$ cat config.mk
export PLATFORM = sky130hd
export DESIGN_NAME = sram_arbiter
export DESIGN_NICKNAME = d
export VERILOG_FILES = /design/src/rtl/sram_arbiter_pkg.sv /design/src/rtl/sram_arb_prio.sv /design/src/rtl/sram_arbiter.sv
export SDC_FILE = /design/constraint.sdc
export NUM_CORES = 1
export LEC_CHECK = 0
export ABC_CLOCK_PERIOD_IN_PS = 2300
export BUFFER_PORTS_ARGS = -buffer_cell sky130_fd_sc_hd__buf_2
export CELL_PAD_IN_SITES_DETAIL_PLACEMENT = 1
export CELL_PAD_IN_SITES_GLOBAL_PLACEMENT = 1
export CORE_AREA = 2 2 106 108
export DETAILED_ROUTE_END_ITERATION = 16
export DIE_AREA = 0 0 108 110
export PLACE_DENSITY = 0.84
export SYNTH_ARGS = -nofsm -noshare
export SYNTH_HDL_FRONTEND = slang
export SYNTH_SLANG_ARGS = --single-unit
$ cat constraint.sdc
create_clock -name clk -period 2.3 [get_ports clk]
set_input_delay 0.46 -clock clk [delete_from_list [all_inputs] [get_ports clk]]
set_output_delay 0.46 -clock clk [all_outputs]
set_load 0.03 [all_outputs]
$ cat src/rtl/sram_arbiter_pkg.sv
// rtl/sram_arbiter_pkg.sv - shared bus widths, response owner encoding and arbiter defaults
package sram_arbiter_pkg;

    localparam int ADDR_W = 32;
    localparam int DATA_W = 32;
    localparam int STRB_W = 4;

    localparam int STARVE_LIMIT_DEFAULT = 4;

    typedef enum logic [1:0] {
        OWN_IDLE   = 2'd0,
        OWN_RESP_I = 2'd1,
        OWN_RESP_D = 2'd2
    } owner_e;

    // Width needed to hold 0..limit inclusive.
    function automatic int cnt_width(input int limit);
        return (limit < 1) ? 1 : $clog2(limit + 1);
    endfunction

endpackage

$ cat src/rtl/sram_arb_prio.sv
// rtl/sram_arb_prio.sv - data-first grant with starvation escape for the fetch port
module sram_arb_prio
    import sram_arbiter_pkg::*;
#(
    parameter int STARVE_LIMIT = STARVE_LIMIT_DEFAULT
) (
    input  logic clk,
    input  logic resetn,
    input  logic inst_req,
    input  logic data_req,
    output logic inst_grant,
    output logic data_grant
);

    localparam int CNT_W = cnt_width(STARVE_LIMIT);
    localparam logic [CNT_W-1:0] LIMIT = CNT_W'(STARVE_LIMIT);

    logic [CNT_W-1:0] starve_cnt;
    logic             starved;

    assign starved = (starve_cnt == LIMIT);

    // Grants are forced low while reset is held so the SRAM sees no command.
    always_comb begin
        inst_grant = 1'b0;
        data_grant = 1'b0;
        if (resetn) begin
            if (data_req && !(inst_req && starved)) begin
                data_grant = 1'b1;
            end else if (inst_req) begin
                inst_grant = 1'b1;
            end
        end
    end

    always_ff @(posedge clk or negedge resetn) begin
        if (!resetn) begin
            starve_cnt <= '0;
        end else if (inst_grant || !inst_req) begin
            starve_cnt <= '0;
        end else if (data_grant && !starved) begin
            starve_cnt <= starve_cnt + CNT_W'(1);
        end
    end

endmodule

$ cat src/rtl/sram_arbiter.sv
// rtl/sram_arbiter.sv - shares one single-port SRAM between fetch and load/store ports
module sram_arbiter
    import sram_arbiter_pkg::*;
#(
    parameter int STARVE_LIMIT = STARVE_LIMIT_DEFAULT
) (
    input  logic              clk,
    input  logic              resetn,

    input  logic              inst_req,
    input  logic [ADDR_W-1:0] inst_addr,
    output logic              inst_addr_ok,
    output logic              inst_data_ok,
    output logic [DATA_W-1:0] inst_rdata,

    input  logic              data_req,
    input  logic [STRB_W-1:0] data_we,
    input  logic [ADDR_W-1:0] data_addr,
    input  logic [DATA_W-1:0] data_wdata,
    output logic              data_addr_ok,
    output logic              data_data_ok,
    output logic [DATA_W-1:0] data_rdata,

    output logic              sram_en,
    output logic [STRB_W-1:0] sram_we,
    output logic [ADDR_W-1:0] sram_addr,
    output logic [DATA_W-1:0] sram_wdata,
    input  logic [DATA_W-1:0] sram_rdata
);

    logic   inst_grant;
    logic   data_grant;
    owner_e state_q;
    owner_e state_d;

    sram_arb_prio #(
        .STARVE_LIMIT(STARVE_LIMIT)
    ) u_prio (
        .clk        (clk),
        .resetn     (resetn),
        .inst_req   (inst_req),
        .data_req   (data_req),
        .inst_grant (inst_grant),
        .data_grant (data_grant)
    );

    assign inst_addr_ok = inst_grant;
    assign data_addr_ok = data_grant;
    assign sram_en      = inst_grant | data_grant;

    always_comb begin
        sram_we    = '0;
        sram_addr  = '0;
        sram_wdata = '0;
        if (data_grant) begin
            sram_we    = data_we;
            sram_addr  = data_addr;
            sram_wdata = data_wdata;
        end else if (inst_grant) begin
            sram_addr  = inst_addr;
        end
    end

    // The owner of next cycle's read data is whoever is granted now, regardless of history.
    always_comb begin
        state_d = OWN_IDLE;
        if (inst_grant) begin
            state_d = OWN_RESP_I;
        end else if (data_grant) begin
            state_d = OWN_RESP_D;
        end
    end

    always_ff @(posedge clk or negedge resetn) begin
        if (!resetn) begin
            state_q <= OWN_IDLE;
        end else begin
            state_q <= state_d;
        end
    end

    always_comb begin
        inst_data_ok = 1'b0;
        data_data_ok = 1'b0;
        inst_rdata   = '0;
        data_rdata   = '0;
        case (state_q)
            OWN_RESP_I: begin
                inst_data_ok = 1'b1;
                inst_rdata   = sram_rdata;
            end
            OWN_RESP_D: begin
                data_data_ok = 1'b1;
                data_rdata   = sram_rdata;
            end
            default: ;
        endcase
    end

endmodule

==> impl_metrics.tcl, run 1 <==
set metrics [dict create \
    rr_startpoint "u_prio.starve_cnt[1]" \
    portBuffers 272 \
    maxSlewViolCount 0 \
    place.gp.congestion 0.770 \
    tightest_slew_ps 282 \
    antenna_found_initial 1 \
    clk_pin_slew_worst_paths_ps 30 \
    cpMaxStageDelayCell "dfrtp_1" \
    ys_ff_latch 5 \
    critical_path.cell_chain "inv_2 > ha_4 > a31oi_4 > buf_4 > clkbuf_16 > a22o_1 > buf_2" \
    diodes 0 \
    synth.area.top_cells "and2_1, a22o_1, dfrtp_1" \
    cp_max_fo 34 \
    final_nets 588 \
    skew_ps 1.20 \
    power.leakage_nw 1.89 \
    ir_drop_mv 0.272 \
    cts_buffers 3 \
    synth.largest_area_cell "and2_1" \
    post-route-cell-area_um2 3010 \
    routed_wl_um 8730 \
    cp.arrival_ps 1750 \
    syn_avg_cell_area_um2 7.27 \
    clock-sinks 5 \
    start_util_pct 12.0 \
    grt_pass1_wl_um 10500 \
    startpoint_type "flip-flop" \
    syn_area_um2 1290 \
    status "finished clean" \
    synthCells 177 \
    drive_gt1_share_pct 65.7 \
    crit_required_ps 1840 \
    drc_errors 0 \
    final_cell_mix "buf_2, and2_1, a22o_1" \
    die_w_um 108 \
    setup_violations 0 \
    drtIter0Drc 143 \
    cts_root_buf "clkbuf_8" \
    cts_tree "done" \
    grt_max_degree 70 \
    final_common_cell "buf_2" \
    track_usage_pct 11.3 \
    synth_top_area_share_pct 48.6 \
    max_slew_margin_pct 81.2 \
    gr-usage-met1_pct 12.3 \
    timing.setup.tns_ps 0 \
    clock_latency_ps 220 \
    die_area_um2 11900 \
    fillerInstances 1390 \
    use_met3_pct 2.94 \
    rows 38 \
    syn2layout_area_growth_pct 134 \
    synth_nets 315 \
    crit_type "reg2out" \
    startpoint "u_prio.starve_cnt[0]" \
    busiest_layer "met2" \
    postRouteAntennaNets 0 \
    clock.fmax_mhz 453 \
    hold_viol_final 0 \
    rsz0062_at_grt "false" \
    grt_pass1_vias 2147 \
    post-route-min-period_ps 2210 \
    yosysWarningCount 0 \
    slowest_delay_ps 400 \
    core_um2 10700 \
    drv_cap 0 \
    worstHoldPathType "in2async" \
    io_pins 273 \
    path_buf_inv 4 \
    wl_per_cell_um 14.8 \
    timing.final.crit_share_pct 96.0 \
    route.vias.total 2373 \
    clock_path_buffers 2 \
    multi_input_area_um2 1100 \
    r2r-end "state_q[0]" \
    grtUsageMet2_pct 21.9 \
    crit_cells 7 \
    overflow 0 \
    dpl_cell_area_um2 2810 \
    path_delay_family "buffers and inverters" \
    worst_r2r_path_depth 5 \
    powerDensity_nw_per_um2 284 \
    regArea_um2 125 \
    cts-htree-levels 1 \
    dieHeight_um 110 \
    power_mw 0.855 \
    synth-seq-area-share_pct 9.73 \
    r2r_slack_ps 1090 \
    drt_first_pass_iters 4 \
    hpwl_um 7040 \
    endpoint_kind "output pin" \
    via_per_inst 4.03 \
    ys_types 24 \
]
==> cell type report <==
type / count / area share [%]
repair buffers: 284 / 51.6
multi-input cells: 154 / 36.7
well taps: 140 / 5.82
flip-flops and latches: 5 / 4.16
clock buffers: 4 / 1.50
inverters: 2 / 0.249
==> report_power, final <==
group | internal, mW | switching, mW | total (mW)
combinational | 0.238 | 0.361 | 0.599
clock | 0.119 | 0.0427 | 0.162
sequential | 0.0914 | 0.00236 | 0.0938
==> cell usage after synthesis, drive strengths merged <==
master / instances
nor2: 1
inv: 2
dfrtp: 5
o21a: 1
a22o: 32
nand2: 3
a21boi: 3
nand3: 2
a31oi: 2
nor3b: 1
and2: 100
clkbuf: 8
o31a: 1
nor3: 1
buf: 8
nor2b: 3
ha: 2
nand2b: 2
==> cell families after synthesis <==
kind of cell | after synthesis | synth area share [%]
DFF | 5 | 9.73
and+or+nand+nor | 113 | 54.4
buffers and inverters | 18 | 7.00
AOI/OAI and AO/OA | 39 | 26.9
adders and majority gates | 2 | 1.95
==> registers in the layout, indices dropped and copies added (netlist names) <==
name / cells
u_prio.starve_cnt: 3
state_q: 2
==> what timing repair did <==
| action | in CTS | in global routing |
|---|---|---|
| hold buffers | 0 | 0 |
| cloned | 0 | 4 |
| endpoints found under the setup margin | 32 | 10 |
| pin swaps | 0 | 0 |
| setup buffers | 0 | 3 |
| gates resized for setup | 3 | 5 |
==> worst max-delay path by stage <==
stage	slack [ps]	end
6_report	90	sram_addr[17]
5_1_grt	10	sram_we[3]
4_1_cts	20	sram_addr[20]
3_5_place_dp	150	sram_addr[20]
3_3_place_gp	230	sram_addr[20]
2_1_floorplan	300	sram_addr[20]
==> layer usage <==
metal / vias to the layer above / routed length (um)
met5: - / 16
met4: 2 / 68
met3: 6 / 919
met2: 168 / 4480
met1: 1060 / 3250
li1: 1137 / -
==> metrics by stage <==
stage	std cells	hold slack [ps]	util [%]	setup WS [ps]
finish	589	184	28.1	91.1
global route	589	203	28.1	13.5
CTS	582	183	26.7	24.6
detailed placement	578	417	26.2	148
global placement	578	410	26.2	235
floorplan	177	164	-	296
No activity file was read; power rests on OpenSTA's default activity.
==> inputs of run 2 (changes only) <==
Settings changed: ABC_CLOCK_PERIOD_IN_PS 2300 to 2200.
Clock period 2.3 ns to 2.2 ns, I/O delays scaled along.
==> run 2 against run 1 <==
Compared with the run above:
- final area up 1.2%
- wire length is 3.0% higher
- utilization increased by 0.35 points
- clock skew about the same
- sequential cell count stayed put
- critical path depth did not move
- global-route usage up 0.64 points
- hold slack lost 170 ps
==> impl_metrics.tcl, run 2 (synthesis results as in run 1) <==
set metrics [dict create \
    clock_path_buffers 2 \
    crit_type "reg2out" \
    startpoint "u_prio.starve_cnt[0]" \
    post-route-min-period_ps 2170 \
    grt_max_degree 70 \
    post-route-cell-area_um2 3050 \
    grt_pass1_wl_um 11000 \
    tightest_slew_ps 302 \
    powerDensity_nw_per_um2 298 \
    max_slew_margin_pct 79.9 \
    hpwl_um 7030 \
    rows 38 \
    routed.top_layer "met5" \
    drv_cap 0 \
    status "finished clean" \
    fillerInstances 1387 \
    clock.fmax_mhz 460 \
    via_per_inst 4.09 \
    final_nets 592 \
    cts_tree "done" \
    drive_gt1_share_pct 66.4 \
    clock_latency_ps 220 \
    wl_per_cell_um 15.2 \
    worst_r2r_path_depth 5 \
    biggestRegsByFlops "u_prio.starve_cnt x3, state_q x2" \
    core_um2 10700 \
    power_mw 0.907 \
    die_area_um2 11900 \
    die_w_um 108 \
    maxSlewViolCount 0 \
    r2r_slack_ps 840 \
    ir_drop_mv 0.337 \
    hold_viol_final 0 \
    clock-sinks 5 \
    crit_required_ps 1760 \
    dieHeight_um 110 \
    track_usage_pct 11.9 \
    antenna_found_initial 1 \
    place.gp.congestion 0.767 \
    rr_startpoint "u_prio.starve_cnt[1]" \
    grt_pass1_vias 2195 \
    startpoint_type "flip-flop" \
    drtIter0Drc 130 \
    r2r-end "u_prio.starve_cnt[2]" \
    cts_root_buf "clkbuf_8" \
    worstHoldPathType "in2async" \
    skew_ps 1.66 \
    preCtsSetupSlack_ps 59.6 \
    cp.arrival_ps 1730 \
    start_util_pct 12.0 \
    regMostFlops "u_prio.starve_cnt" \
    dr_wl_met2_um 4620 \
    timing.setup.tns_ps 0 \
    route.met3.wl_um 853 \
    overflow 0 \
    crit_path_end "sram_addr[20]" \
    route.vias.total 2423 \
    syn2layout_area_growth_pct 137 \
    drt_first_pass_iters 4 \
    portBuffers 272 \
    routed_wl_um 8990 \
    wl_met1_um 3420 \
    diodes 0 \
    io_pins 273 \
    dpl_cell_area_um2 2810 \
    drc_errors 0 \
    finalWorstSetupSlack_ps 27.2 \
    postCtsHoldBufs 0 \
    endpoint_kind "output pin" \
    postRouteAntennaNets 0 \
    largest_reg_flops 3 \
    cts-htree-levels 1 \
    cp_max_fo 17 \
    cts_buffers 3 \
    clk_pin_slew_worst_paths_ps 40 \
    final_cell_mix "buf_2, and2_1, a22o_1" \
    power.leakage_nw 1.92 \
    final_common_cell "buf_2" \
    timing.final.crit_share_pct 98.8 \
    setup_violations 0 \
]
## run 2: changes by cell type in the layout (fill, tap and decap cells not counted), sizes merged
cell / previous run / this run
buf: 279 / 286
clkbuf: 9 / 6
## run 2: worst max-delay path: stages (launching register included)
cell     delay (ps)
dfrtp_1         400
inv_2           100
ha_4            170
a31oi_4          90
buf_6           150
buf_8           150
a22o_4          270
buf_4           170
## run 2: timing repair
| item | 4_1_cts | 5_1_grt |
|---|---|---|
| hold endpoints to repair | 0 | 0 |
| gates cloned | 1 | 3 |
| pin swaps | 1 | 3 |
| resized for setup | 10 | 4 |
| setup endpoints to repair | 68 | 68 |
| setup buffers | 0 | 7 |
## run 2: how the worst min path moves through the flow
| stage | startpoint | endpoint | slack [ps] |
|---|---|---|---|
| 3_3_place_gp | resetn | u_prio.starve_cnt[2] | 250 |
| 6_report | resetn | u_prio.starve_cnt[2] | 20 |
| 3_5_place_dp | resetn | u_prio.starve_cnt[2] | 250 |
| 5_1_grt | resetn | u_prio.starve_cnt[2] | 20 |
| 2_1_floorplan | resetn | state_q[0] | 140 |
| 4_1_cts | resetn | u_prio.starve_cnt[2] | 10 |
## run 2: where the power goes
part	internal [mW]	switching (mW)	leakage [nW]
combinational	0.254	0.382	1.83
clock	0.125	0.0475	0.0228
sequential	0.0956	0.00249	0.0676
## run 2: layer usage
layer | vias to the layer above | track usage (%)
met5 | - | 0
met4 | 2 | 3.02
met3 | 8 | 3.00
met2 | 169 | 22.2
met1 | 1099 | 13.5
li1 | 1145 | -
## run 2: final cells by class
cell class	count	area [um^2]	area share, %
flip-flops and latches	5	125	4.11
inverters	2	7.51	0.246
clock buffers	4	45.0	1.48
multi-input cells	154	1110	36.6
repair buffers	288	1580	51.9
well taps	140	175	5.75
## run 2: per-stage QoR
stage / hold slack (ps) / util [%] / std cells
after floorplan: 144 / - / 177
after global placement: 248 / 26.2 / 578
after detailed placement: 251 / 26.2 / 578
after CTS: 11.3 / 27.3 / 583
after global routing: 18.6 / 28.5 / 593
final: 17.4 / 28.5 / 593
